### src/rtl/mem_req_arbiter_if.sv
// sram-like request/response bundle shared by the inst, data and memory sides of mem_req_arbiter.
// master drives the request payload; slave answers with addr_ok/data_ok/rdata.
interface mem_req_arbiter_if;
  logic        req;
  logic        wr;
  logic [1:0]  size;
  logic [31:0] addr;
  logic [3:0]  wstrb;
  logic [31:0] wdata;
  logic        addr_ok;
  logic        data_ok;
  logic [31:0] rdata;

  modport master (
    output req, wr, size, addr, wstrb, wdata,
    input  addr_ok, data_ok, rdata
  );

  modport slave (
    input  req, wr, size, addr, wstrb, wdata,
    output addr_ok, data_ok, rdata
  );
endinterface

### src/rtl/mem_req_arbiter.sv
// Shares one sram-like memory port between the inst and data requesters, routing responses in order.
// Define RR_ARB_EN for round-robin arbitration; otherwise data_req has fixed priority over inst_req.
module mem_req_arbiter #(
  parameter int OUTSTANDING = 2,
  parameter int OWN_W       = 1
) (
  input  logic                  clk,
  input  logic                  reset,
  mem_req_arbiter_if.slave      inst_bus,
  mem_req_arbiter_if.slave      data_bus,
  mem_req_arbiter_if.master     mem_bus,
  output logic                  resp_err
);

  localparam int CNT_W = $clog2(OUTSTANDING) + 1;
  localparam int PTR_W = (OUTSTANDING > 1) ? $clog2(OUTSTANDING) : 1;
  localparam logic [CNT_W-1:0] CNT_MAX  = CNT_W'(OUTSTANDING);
  localparam logic [PTR_W-1:0] PTR_LAST = PTR_W'(OUTSTANDING - 1);
  localparam logic [OWN_W-1:0] OWN_INST = '0;
  localparam logic [OWN_W-1:0] OWN_DATA = OWN_W'(1);

  typedef enum logic {IDLE, LOCKED} state_t;

  state_t             state_q, state_d;
  logic [OWN_W-1:0]   grant_q, grant_d;
  logic [OWN_W-1:0]   own_q [OUTSTANDING];
  logic [OWN_W-1:0]   own_d [OUTSTANDING];
  logic [PTR_W-1:0]   rd_ptr_q, rd_ptr_d;
  logic [PTR_W-1:0]   wr_ptr_q, wr_ptr_d;
  logic [CNT_W-1:0]   count_q, count_d;
  logic               resp_err_q, resp_err_d;
`ifdef RR_ARB_EN
  logic [OWN_W-1:0]   last_grant_q, last_grant_d;
`endif

  logic [OWN_W-1:0]   pick;
  logic [OWN_W-1:0]   sel;
  logic               mem_req_raw;
  logic               accept;
  logic               pop;
  logic [OWN_W-1:0]   head;

  function automatic logic [PTR_W-1:0] ptr_inc(input logic [PTR_W-1:0] p);
    return (p == PTR_LAST) ? '0 : p + PTR_W'(1);
  endfunction

  // Winner among simultaneous requests in IDLE.
  always_comb begin
    pick = data_bus.req ? OWN_DATA : OWN_INST;
`ifdef RR_ARB_EN
    if (inst_bus.req && data_bus.req) begin
      pick = (last_grant_q == OWN_DATA) ? OWN_INST : OWN_DATA;
    end
`endif
  end

  always_comb begin
    state_d     = state_q;
    grant_d     = grant_q;
    sel         = grant_q;
    mem_req_raw = 1'b0;
    case (state_q)
      IDLE: begin
        if ((count_q < CNT_MAX) && (inst_bus.req || data_bus.req)) begin
          mem_req_raw = 1'b1;
          sel         = pick;
          if (!mem_bus.addr_ok) begin
            state_d = LOCKED;
            grant_d = pick;
          end
        end
      end
      LOCKED: begin
        mem_req_raw = 1'b1;
        if (mem_bus.addr_ok) begin
          state_d = IDLE;
        end
      end
      default: state_d = IDLE;
    endcase
  end

  assign mem_bus.req   = mem_req_raw & ~reset;
  assign mem_bus.wr    = (sel == OWN_DATA) ? data_bus.wr    : inst_bus.wr;
  assign mem_bus.size  = (sel == OWN_DATA) ? data_bus.size  : inst_bus.size;
  assign mem_bus.addr  = (sel == OWN_DATA) ? data_bus.addr  : inst_bus.addr;
  assign mem_bus.wstrb = (sel == OWN_DATA) ? data_bus.wstrb : inst_bus.wstrb;
  assign mem_bus.wdata = (sel == OWN_DATA) ? data_bus.wdata : inst_bus.wdata;

  assign accept = mem_bus.req & mem_bus.addr_ok;
  assign inst_bus.addr_ok = accept & (sel == OWN_INST);
  assign data_bus.addr_ok = accept & (sel == OWN_DATA);

  // A response with no outstanding tag is dropped and flagged instead of popped.
  assign pop  = mem_bus.data_ok & (count_q != '0) & ~reset;
  assign head = own_q[rd_ptr_q];

  assign inst_bus.data_ok = pop & (head == OWN_INST);
  assign data_bus.data_ok = pop & (head == OWN_DATA);
  assign inst_bus.rdata   = inst_bus.data_ok ? mem_bus.rdata : 32'h0;
  assign data_bus.rdata   = data_bus.data_ok ? mem_bus.rdata : 32'h0;
  assign resp_err         = resp_err_q;

  always_comb begin
    own_d      = own_q;
    wr_ptr_d   = wr_ptr_q;
    rd_ptr_d   = rd_ptr_q;
    count_d    = count_q;
    resp_err_d = resp_err_q | (mem_bus.data_ok & (count_q == '0));
`ifdef RR_ARB_EN
    last_grant_d = last_grant_q;
`endif
    if (accept) begin
      own_d[wr_ptr_q] = sel;
      wr_ptr_d        = ptr_inc(wr_ptr_q);
`ifdef RR_ARB_EN
      last_grant_d    = sel;
`endif
    end
    if (pop) begin
      rd_ptr_d = ptr_inc(rd_ptr_q);
    end
    if (accept && !pop) begin
      count_d = count_q + CNT_W'(1);
    end else if (pop && !accept) begin
      count_d = count_q - CNT_W'(1);
    end
  end

  always_ff @(posedge clk or posedge reset) begin
    if (reset) begin
      state_q    <= IDLE;
      grant_q    <= OWN_INST;
      rd_ptr_q   <= '0;
      wr_ptr_q   <= '0;
      count_q    <= '0;
      resp_err_q <= 1'b0;
      for (int i = 0; i < OUTSTANDING; i++) begin
        own_q[i] <= OWN_INST;
      end
`ifdef RR_ARB_EN
      last_grant_q <= OWN_DATA;
`endif
    end else begin
      state_q    <= state_d;
      grant_q    <= grant_d;
      rd_ptr_q   <= rd_ptr_d;
      wr_ptr_q   <= wr_ptr_d;
      count_q    <= count_d;
      resp_err_q <= resp_err_d;
      own_q      <= own_d;
`ifdef RR_ARB_EN
      last_grant_q <= last_grant_d;
`endif
    end
  end

endmodule

### src/flat_wrapper.sv
// flat-port wrapper written by rule: the top's interface ports become plain ports
module mem_req_arbiter_flat 
#(
  parameter int OUTSTANDING = 2,
  parameter int OWN_W       = 1
)
  (clk, reset, resp_err, inst_bus_req, inst_bus_wr, inst_bus_size, inst_bus_addr, inst_bus_wstrb, inst_bus_wdata, inst_bus_addr_ok, inst_bus_data_ok, inst_bus_rdata, data_bus_req, data_bus_wr, data_bus_size, data_bus_addr, data_bus_wstrb, data_bus_wdata, data_bus_addr_ok, data_bus_data_ok, data_bus_rdata, mem_bus_req, mem_bus_wr, mem_bus_size, mem_bus_addr, mem_bus_wstrb, mem_bus_wdata, mem_bus_addr_ok, mem_bus_data_ok, mem_bus_rdata);
  mem_req_arbiter_if inst_bus_i ();
  mem_req_arbiter_if data_bus_i ();
  mem_req_arbiter_if mem_bus_i ();
  input  logic clk;
  input  logic reset;
  output logic resp_err;
  input wire logic [$bits(inst_bus_i.req)-1:0] inst_bus_req;
  input wire logic [$bits(inst_bus_i.wr)-1:0] inst_bus_wr;
  input wire logic [$bits(inst_bus_i.size)-1:0] inst_bus_size;
  input wire logic [$bits(inst_bus_i.addr)-1:0] inst_bus_addr;
  input wire logic [$bits(inst_bus_i.wstrb)-1:0] inst_bus_wstrb;
  input wire logic [$bits(inst_bus_i.wdata)-1:0] inst_bus_wdata;
  output wire logic [$bits(inst_bus_i.addr_ok)-1:0] inst_bus_addr_ok;
  output wire logic [$bits(inst_bus_i.data_ok)-1:0] inst_bus_data_ok;
  output wire logic [$bits(inst_bus_i.rdata)-1:0] inst_bus_rdata;
  input wire logic [$bits(data_bus_i.req)-1:0] data_bus_req;
  input wire logic [$bits(data_bus_i.wr)-1:0] data_bus_wr;
  input wire logic [$bits(data_bus_i.size)-1:0] data_bus_size;
  input wire logic [$bits(data_bus_i.addr)-1:0] data_bus_addr;
  input wire logic [$bits(data_bus_i.wstrb)-1:0] data_bus_wstrb;
  input wire logic [$bits(data_bus_i.wdata)-1:0] data_bus_wdata;
  output wire logic [$bits(data_bus_i.addr_ok)-1:0] data_bus_addr_ok;
  output wire logic [$bits(data_bus_i.data_ok)-1:0] data_bus_data_ok;
  output wire logic [$bits(data_bus_i.rdata)-1:0] data_bus_rdata;
  output wire logic [$bits(mem_bus_i.req)-1:0] mem_bus_req;
  output wire logic [$bits(mem_bus_i.wr)-1:0] mem_bus_wr;
  output wire logic [$bits(mem_bus_i.size)-1:0] mem_bus_size;
  output wire logic [$bits(mem_bus_i.addr)-1:0] mem_bus_addr;
  output wire logic [$bits(mem_bus_i.wstrb)-1:0] mem_bus_wstrb;
  output wire logic [$bits(mem_bus_i.wdata)-1:0] mem_bus_wdata;
  input wire logic [$bits(mem_bus_i.addr_ok)-1:0] mem_bus_addr_ok;
  input wire logic [$bits(mem_bus_i.data_ok)-1:0] mem_bus_data_ok;
  input wire logic [$bits(mem_bus_i.rdata)-1:0] mem_bus_rdata;
  assign inst_bus_i.req = inst_bus_req;
  assign inst_bus_i.wr = inst_bus_wr;
  assign inst_bus_i.size = inst_bus_size;
  assign inst_bus_i.addr = inst_bus_addr;
  assign inst_bus_i.wstrb = inst_bus_wstrb;
  assign inst_bus_i.wdata = inst_bus_wdata;
  assign inst_bus_addr_ok = inst_bus_i.addr_ok;
  assign inst_bus_data_ok = inst_bus_i.data_ok;
  assign inst_bus_rdata = inst_bus_i.rdata;
  assign data_bus_i.req = data_bus_req;
  assign data_bus_i.wr = data_bus_wr;
  assign data_bus_i.size = data_bus_size;
  assign data_bus_i.addr = data_bus_addr;
  assign data_bus_i.wstrb = data_bus_wstrb;
  assign data_bus_i.wdata = data_bus_wdata;
  assign data_bus_addr_ok = data_bus_i.addr_ok;
  assign data_bus_data_ok = data_bus_i.data_ok;
  assign data_bus_rdata = data_bus_i.rdata;
  assign mem_bus_req = mem_bus_i.req;
  assign mem_bus_wr = mem_bus_i.wr;
  assign mem_bus_size = mem_bus_i.size;
  assign mem_bus_addr = mem_bus_i.addr;
  assign mem_bus_wstrb = mem_bus_i.wstrb;
  assign mem_bus_wdata = mem_bus_i.wdata;
  assign mem_bus_i.addr_ok = mem_bus_addr_ok;
  assign mem_bus_i.data_ok = mem_bus_data_ok;
  assign mem_bus_i.rdata = mem_bus_rdata;
  mem_req_arbiter #(.OUTSTANDING(OUTSTANDING), .OWN_W(OWN_W)) u_core (.clk(clk), .reset(reset), .inst_bus(inst_bus_i), .data_bus(data_bus_i), .mem_bus(mem_bus_i), .resp_err(resp_err));
endmodule
### config.mk
export PLATFORM = sky130hd
export DESIGN_NAME = mem_req_arbiter_flat
export DESIGN_NICKNAME = d
export VERILOG_FILES = /design/src/rtl/mem_req_arbiter_if.sv /design/src/rtl/mem_req_arbiter.sv /design/src/flat_wrapper.sv
export SDC_FILE = /design/constraint.sdc
export NUM_CORES = 1
export LEC_CHECK = 0
export CELL_PAD_IN_SITES_DETAIL_PLACEMENT = 0
export CELL_PAD_IN_SITES_GLOBAL_PLACEMENT = 1
export CORE_MARGIN = 3
export CORE_UTILIZATION = 13
export CTS_CLUSTER_SIZE = 10
export DETAILED_ROUTE_END_ITERATION = 7
export PLACE_DENSITY = 0.92
export SLEW_MARGIN = 20
export SYNTH_ARGS = -nofsm -noshare
export SYNTH_HDL_FRONTEND = slang
export SYNTH_SLANG_ARGS = --single-unit
export TNS_END_PERCENT = 50
### constraint.sdc
create_clock -name clk -period 4.54 [get_ports clk]
set_input_delay 0.908 -clock clk [delete_from_list [all_inputs] [get_ports clk]]
set_output_delay 0.908 -clock clk [all_outputs]
set_load 0.01 [all_outputs]
==> out/metrics.csv, run 1 <==
stage;metric;value;unit
run_status;outcome;finished clean;
cts;cts_buffer_depth;2;
floorplanning;initial_core_util;0.137;
timing;grt_setup_unrepaired;false;
cts;post_cts_resize_count;0;
logic_synthesis;syn_area;0.00185;mm²
logic_synthesis;synth_area_per_cell;9.12;µm²
cts;h_tree_depth;1;
floorplanning;io_pins;321;
floorplanning;die_h;125;µm
global_routing;grt_pass1_vias;3112;
cts;cts.reportedPaths.clkPinSlew;0.04;ns
logic_synthesis;ys.warnings.count;0;
cts;postCtsSetupBuffers;0;
detailed_routing;detail-route-antenna-nets;0;
power_and_ir_drop;static-leakage-power;2.17;nW
logic_synthesis;post_synth_inst_count;203;
timing;final_hold_viol_count;0;
timing;worst_slack;0.315;ns
timing;max_slew.worst_pin.slew;0.904;ns
timing;achievable-frequency;0.237;GHz
power_and_ir_drop;vdd_drop_max;288;µV
floorplanning;placementRows;42;
worst_setup_path;path_max_fanout;73;
worst_setup_path;worstSetupStartpointType;primary input;
logic_synthesis;synth_top_area_cell;sky130_fd_sc_hd__mux2_1;
worst_setup_path;cp-end-kind;primary output;
timing;setup-tns-final;0;ns
timing;post-route-period-util;0.931;
global_routing;grt_pass1_wl;19000;µm
floorplanning;core;0.0136;mm²
detailed_routing;avgViaCountPerCell;4.21;
power_and_ir_drop;pwr-share-seq;0.077;
run;drv.max_cap_violation_count;0;
worst_hold_path;hp-class;reg -> reg;
timing;min_period;4.22;ns
logic_synthesis;yosysMostFrequentCell;sky130_fd_sc_hd__and3_1;
timing;timing_max_transition_violations_final;0;
cells_and_area;final-instance-count-excl-fill;685;
worst_setup_path;r2r_slack;2.42;ns
timing;worst_clock_skew;0.00104;ns
power_and_ir_drop;power_density;391;mW/mm²
cts;cts_hold_buf;0;
worst_hold_path;hold_path.startpoint;u_core.resp_err;
cts;clkLatencyLatePin;0.23;ns
logic_synthesis;synth_area_leaders;sky130_fd_sc_hd__mux2_1 28%, sky130_fd_sc_hd__and3_1 22%, sky130_fd_sc_hd__mux2_2 15%;
power_and_ir_drop;netSwitchingFraction;0.411;
cells_and_area;area.growth.synth_to_final;183;%
logic_synthesis;synth_async_sr_flop_share;1.00;
worst_setup_path;cp_cell_sequence;clkdlybuf4s50_1 > or3b_4 > a22oi_4 > buf_12 > mux2_1 > clkdlybuf4s50_1;
global_routing;initial_antenna_violation_count;1;
detailed_routing;vias;2882;
worst_setup_path;crit_required;3.63;ns
cells_and_area;antenna-diode-count;0;
logic_synthesis;synth_nets;384;
worst_setup_path;worst-r2r-cell-count;7;
logic_synthesis;dominantRegCellSynth;sky130_fd_sc_hd__dfrtp_1;
timing;timing.max_slew.rel_slack;0.397;
logic_synthesis;ys_seq_area_frac;0.122;
worst_setup_path;crit_type;in -> out;
placement;place.gp.congestion;0.986;
placement;dp.final_hpwl;11000;µm
timing;setup_viol;0;
cells_and_area;finish.net_count;691;
worst_setup_path;crit_start;inst_bus_req;
power_and_ir_drop;clockPowerShare;0.074;
power_and_ir_drop;power;2.05;mW
power_and_ir_drop;cellInternalPower;1.21;mW
cts;clock_sinks;9;
worst_setup_path;critical-path-top-cell-by-count;sky130_fd_sc_hd__clkdlybuf4s50_1;
worst_setup_path;critical_path.reg2reg.startpoint;u_core.count_q[1];
global_routing;track_usage;0.153;
detailed_routing;drt_pass1_iterations;4;
worst_setup_path;crit_arrival;3.32;ns
power_and_ir_drop;comb_power_share;0.849;
logic_synthesis;synth_enable_flop_cells;0;
detailed_routing;routed_wire_length_per_instance;18.7;µm
placement;placed_cells;681;
cts;tritoncts;done;
global_routing;grt.overflow.total;0;
logic_synthesis;synthTopCellsByCount;64 x sky130_fd_sc_hd__and3_1, 46 x sky130_fd_sc_hd__mux2_1, 25 x sky130_fd_sc_hd__mux2_2;
detailed_routing;drt-initial-drc-count;107;
cells_and_area;drive_above_1_share;0.0707;
worst_setup_path;max_stage_delay;0.51;ns
floorplanning;floorplan.die.width;125;µm
worst_setup_path;worst_path_max_delay_cell;sky130_fd_sc_hd__clkdlybuf4s50_1;
worst_hold_path;hold_path_depth;1;
global_routing;grt_start_max_net_pins;74;
detailed_routing;detail_route.drc_violations;0;
worst_hold_path;worst_hold_path.endpoint;u_core.resp_err;
logic_synthesis;synth.lib_cells_used.distinct;29;
power_and_ir_drop;power.switching;841;µW
cts;cts-buffers-inserted;3;
logic_synthesis;postSynthRegisterBits;9;
logic_synthesis;synth_largest_type_area_fraction;0.280;
placement;buffers_on_ports;320;
detailed_routing;drt_wl_total;12800;µm
floorplanning;die_area;0.0157;mm²
cts;root_buffer;sky130_fd_sc_hd__clkbuf_16;
worst_setup_path;crit-reg2reg-capture;u_core.count_q[1];
placement;post-place-ws;0.309;ns
cells_and_area;post-route-util;0.386;
-- power by group through the flow --
stage,clock network [mW],logic [mW],registers (mW)
after global routing,0.163,1.85,0.162
after CTS,0.157,1.76,0.155
final,0.152,1.74,0.157
after global placement,0,1.72,0.151
after detailed placement,0,1.74,0.156
after floorplan,0,0.940,0.144
-- layout make-up --
type / count / area (µm²)
fillers: 1314 / 8320
well taps: 176 / 220
flip-flops and latches: 9 / 225
multi-input cells: 168 / 1450
inverters: 5 / 18.8
repair buffers: 323 / 3240
clock buffers: 4 / 78.8
-- critical path, delay by kind of cell --
family          cells  cell delay (ns)
simple gates        1             0.40
mux                 1             0.42
compound gates      1             0.18
buf+inv             3             1.37
-- layout by cell type (no fill, tap or decap), drive strengths merged, types with 3 or more instances in the layout --
| cell | Yosys | routed |
|---|---|---|
| clkdlybuf4s50 | 0 | 320 |
| mux2 | 71 | 71 |
| and3 | 64 | 64 |
| nor2 | 9 | 9 |
| dfrtp | 9 | 9 |
| inv | 5 | 5 |
| clkbuf | 12 | 4 |
| xnor2 | 3 | 3 |
| buf | 9 | 3 |
-- worst max path at each step --
stage | to | slack (ns) | depth (start not counted)
after floorplan | mem_bus_addr[0] | 1.52 | 5
after global placement | mem_bus_addr[30] | 0.36 | 6
after detailed placement | mem_bus_addr[26] | 0.31 | 6
after CTS | mem_bus_addr[26] | 0.31 | 6
after global routing | mem_bus_wdata[14] | 0.26 | 6
final | mem_bus_addr[26] | 0.32 | 6
-- per-layer routing --
metal / wire length (µm) / vias to the layer above / global-route usage
met2: 6420 / 184 / 0.273
met5: 8 / - / 0
met1: 5180 / 1328 / 0.188
met3: 1070 / 12 / 0.0375
li1: - / 1356 / -
met4: 126 / 2 / 0.0249
-- sequential cells by signal (all words and copies together), names as in the netlist --
| register | cells |
|---|---|
| u_core.count_q | 2 |
| u_core.grant_q | 1 |
| u_core.own_q | 2 |
| u_core.rd_ptr_q | 1 |
| u_core.resp_err | 1 |
| u_core.state_q | 1 |
| u_core.wr_ptr_q | 1 |
-- kinds of logic after synthesis --
kind of cell | after synthesis | synth area share
compound gates | 9 | 0.0439
xor+xnor | 5 | 0.0237
fa+ha+maj | 1 | 0.00676
buf+inv | 26 | 0.103
flops | 9 | 0.122
mux | 73 | 0.443
simple gates | 80 | 0.259
-- metrics by stage --
stage	hold WS (ns)	instance area (µm²)
floorplan	0.469	1850
global placement	0.445	5150
detailed placement	0.480	5150
CTS	0.491	5230
global route	0.519	5230
finish	0.485	5230
Power figures use the tool's default switching activity.
==> inputs of run 2 (changes only) <==
--- a/config.mk
+++ b/config.mk
@@ -12,7 +12,6 @@
 export CTS_CLUSTER_SIZE = 10
 export DETAILED_ROUTE_END_ITERATION = 7
 export PLACE_DENSITY = 0.92
-export SLEW_MARGIN = 20
 export SYNTH_ARGS = -nofsm -noshare
 export SYNTH_HDL_FRONTEND = slang
 export SYNTH_SLANG_ARGS = --single-unit
==> out/metrics.csv, run 2 (same netlist as run 1, synthesis figures left out) <==
stage;metric;value;unit;change
timing;timing_max_transition_violations_final;0;;unchanged
run_status;outcome;finished clean;;
cells_and_area;mostFrequentLayoutCells;320 x sky130_fd_sc_hd__clkdlybuf4s50_1, 64 x sky130_fd_sc_hd__and3_1, 46 x sky130_fd_sc_hd__mux2_1;;
cells_and_area;most_common_cell_after_layout_fill_and_taps_aside;sky130_fd_sc_hd__clkdlybuf4s50_1;;
worst_setup_path;crit-reg2reg-capture;u_core.count_q[1];;
detailed_routing;drt_wl_total;12800;µm;-0.31%
worst_setup_path;crit_type;in -> out;;
cts;cts.reportedPaths.clkPinSlew;0.04;ns;about the same
floorplanning;io_pins;321;;unchanged
timing;setup_viol;0;;unchanged
placement;placed_cells;681;;unchanged
timing;grt_setup_unrepaired;false;;
global_routing;grt_start_max_net_pins;74;;unchanged
timing;post-route-period-util;0.931;;about the same
cells_and_area;drive_above_1_share;0.0707;;unchanged
worst_hold_path;worst_hold_path.endpoint;u_core.resp_err;;
detailed_routing;detail-route-antenna-nets;0;;unchanged
placement;buffers_on_ports;320;;unchanged
worst_setup_path;worst-path-buf-inv;3;;unchanged
floorplanning;core;0.0136;mm²;unchanged
power_and_ir_drop;static-leakage-power;2.17;nW;about the same
cts;h_tree_depth;1;;unchanged
worst_setup_path;critical-path-top-cell-by-count;sky130_fd_sc_hd__clkdlybuf4s50_1;;
global_routing;grt_pass1_vias;3112;;unchanged
cts;clkLatencyLatePin;0.23;ns;about the same
worst_setup_path;critical_path.reg2reg.startpoint;u_core.count_q[1];;
detailed_routing;drt-initial-drc-count;103;;-3.7%
floorplanning;floorplan.die.width;125;µm;unchanged
worst_setup_path;r2r_slack;2.42;ns;about the same
floorplanning;die_area;0.0157;mm²;unchanged
timing;min_period;4.22;ns;+0.000236 ns
placement;dp.final_hpwl;11000;µm;unchanged
worst_setup_path;worstSetupStartpointType;primary input;;
timing;setup-tns-final;0;ns;unchanged
worst_setup_path;crit_arrival;3.32;ns;about the same
cts;cts_buffer_depth;2;;unchanged
placement;post-place-ws;0.309;ns;unchanged
worst_setup_path;cp_cell_sequence;clkdlybuf4s50_1 > or3b_4 > a22oi_4 > buf_12 > mux2_1 > clkdlybuf4s50_1;;
worst_setup_path;max_stage_delay;0.51;ns;about the same
power_and_ir_drop;vdd_drop_max;286;µV;-0.82%
cells_and_area;filler_cell_count;1315;;+0.076%
timing;worst_slack;0.315;ns;-0.000236 ns
global_routing;initial_antenna_violation_count;1;;unchanged
power_and_ir_drop;power_density;390;mW/mm²;-0.40%
detailed_routing;avgViaCountPerCell;4.19;;-0.35%
detailed_routing;routed_wire_length_per_instance;18.6;µm;-0.31%
global_routing;grt_pass1_wl;19000;µm;unchanged
worst_hold_path;hold_path_depth;1;;unchanged
cells_and_area;final-instance-count-excl-fill;685;;unchanged
global_routing;grt.overflow.total;0;;unchanged
cts;clock_sinks;9;;unchanged
worst_hold_path;hp-class;reg -> reg;;
cells_and_area;finish.net_count;691;;unchanged
worst_setup_path;cp-end-kind;primary output;;
worst_hold_path;hold_path.startpoint;u_core.resp_err;;
cells_and_area;antenna-diode-count;0;;unchanged
detailed_routing;vias;2872;;-0.35%
cts;cts_hold_buf;0;;unchanged
cells_and_area;top_regs;u_core.count_q (2), u_core.own_q (2);;
timing;final_hold_viol_count;0;;unchanged
worst_setup_path;worst-r2r-cell-count;7;;unchanged
worst_setup_path;crit_required;3.63;ns;about the same
timing;achievable-frequency;0.237;GHz;about the same
cts;postCtsSetupBuffers;0;;unchanged
worst_setup_path;path_max_fanout;73;;unchanged
timing;timing.max_slew.rel_slack;0.276;;-0.121
placement;place.gp.congestion;0.986;;unchanged
cts;root_buffer;sky130_fd_sc_hd__clkbuf_16;;
floorplanning;initial_core_util;0.137;;unchanged
worst_setup_path;worst_path_max_delay_cell;sky130_fd_sc_hd__clkdlybuf4s50_1;;
cts;tritoncts;done;;
timing;worst_clock_skew;0.00109;ns;+0.0000521 ns
floorplanning;placementRows;42;;unchanged
timing;max_slew.worst_pin.slew;1.09;ns;+0.182 ns
cts;post_cts_resize_count;0;;unchanged
worst_setup_path;critical-path-top-delay-family;buffers and inverters;;
detailed_routing;detail_route.drc_violations;0;;unchanged
cts;cts-buffers-inserted;3;;unchanged
cells_and_area;area.growth.synth_to_final;182;%;
run;drv.max_cap_violation_count;0;;unchanged
global_routing;track_usage;0.153;;unchanged
floorplanning;die_h;125;µm;unchanged
detailed_routing;drt_pass1_iterations;4;;unchanged
==> run 2: per-stage QoR <==
| step | hold slack (ns) | util | power (mW) | cell area (µm²) |
|---|---|---|---|---|
| floorplan | 0.469 | - | 1.08 | 1850 |
| global placement | 0.445 | 0.380 | 1.87 | 5150 |
| detailed placement | 0.480 | 0.380 | 1.90 | 5150 |
| CTS | 0.491 | 0.385 | 2.07 | 5230 |
| global route | 0.519 | 0.385 | 2.16 | 5230 |
| finish | 0.485 | 0.385 | 2.04 | 5230 |
==> run 2: cell type report <==
cell class	count	area [µm²]	area share
Timing Repair Buffer	323	3240	0.620
Multi-Input combinational cell	168	1450	0.277
Sequential cell	9	225	0.0431
Tap cell	176	220	0.0421
Clock buffer	4	78.8	0.0151
Inverter	5	18.8	0.00359
==> run 2: power by group <==
part | internal (mW) | leakage [nW] | switching, mW
clock | 0.117 | 0.0382 | 0.0346
sequential | 0.116 | 0.102 | 0.0394
combinational | 0.969 | 2.03 | 0.760
total | 1.20 | 2.17 | 0.834
==> run 2: worst max-delay path by stage <==
stage / start / to / slack, ns / cells past startpoint
3_5_place_dp: inst_bus_req / mem_bus_addr[26] / 0.31 / 6
4_1_cts: inst_bus_req / mem_bus_addr[26] / 0.31 / 6
2_1_floorplan: inst_bus_req / mem_bus_addr[0] / 1.52 / 5
6_report: inst_bus_req / mem_bus_addr[26] / 0.32 / 6
5_1_grt: inst_bus_req / mem_bus_wdata[14] / 0.26 / 6
3_3_place_gp: inst_bus_req / mem_bus_addr[30] / 0.36 / 6
==> run 2: routing by layer <==
| layer | wire length, µm | vias to the layer above | GRT usage |
|---|---|---|---|
| met5 | 8 | - | 0 |
| met4 | 126 | 2 | 0.0249 |
| met3 | 1070 | 12 | 0.0375 |
| met2 | 6370 | 184 | 0.273 |
| met1 | 5190 | 1318 | 0.188 |
| li1 | - | 1356 | - |
==> inputs of run 3 (changes only) <==
--- a/config.mk
+++ b/config.mk
@@ -12,6 +12,7 @@
 export CTS_CLUSTER_SIZE = 10
 export DETAILED_ROUTE_END_ITERATION = 7
 export PLACE_DENSITY = 0.92
+export SLEW_MARGIN = 20
 export SYNTH_ARGS = -nofsm -noshare
 export SYNTH_HDL_FRONTEND = slang
 export SYNTH_SLANG_ARGS = --single-unit
==> results of run 3 <==
No change in the layout: final DEF, timing and power equal those of run 1.
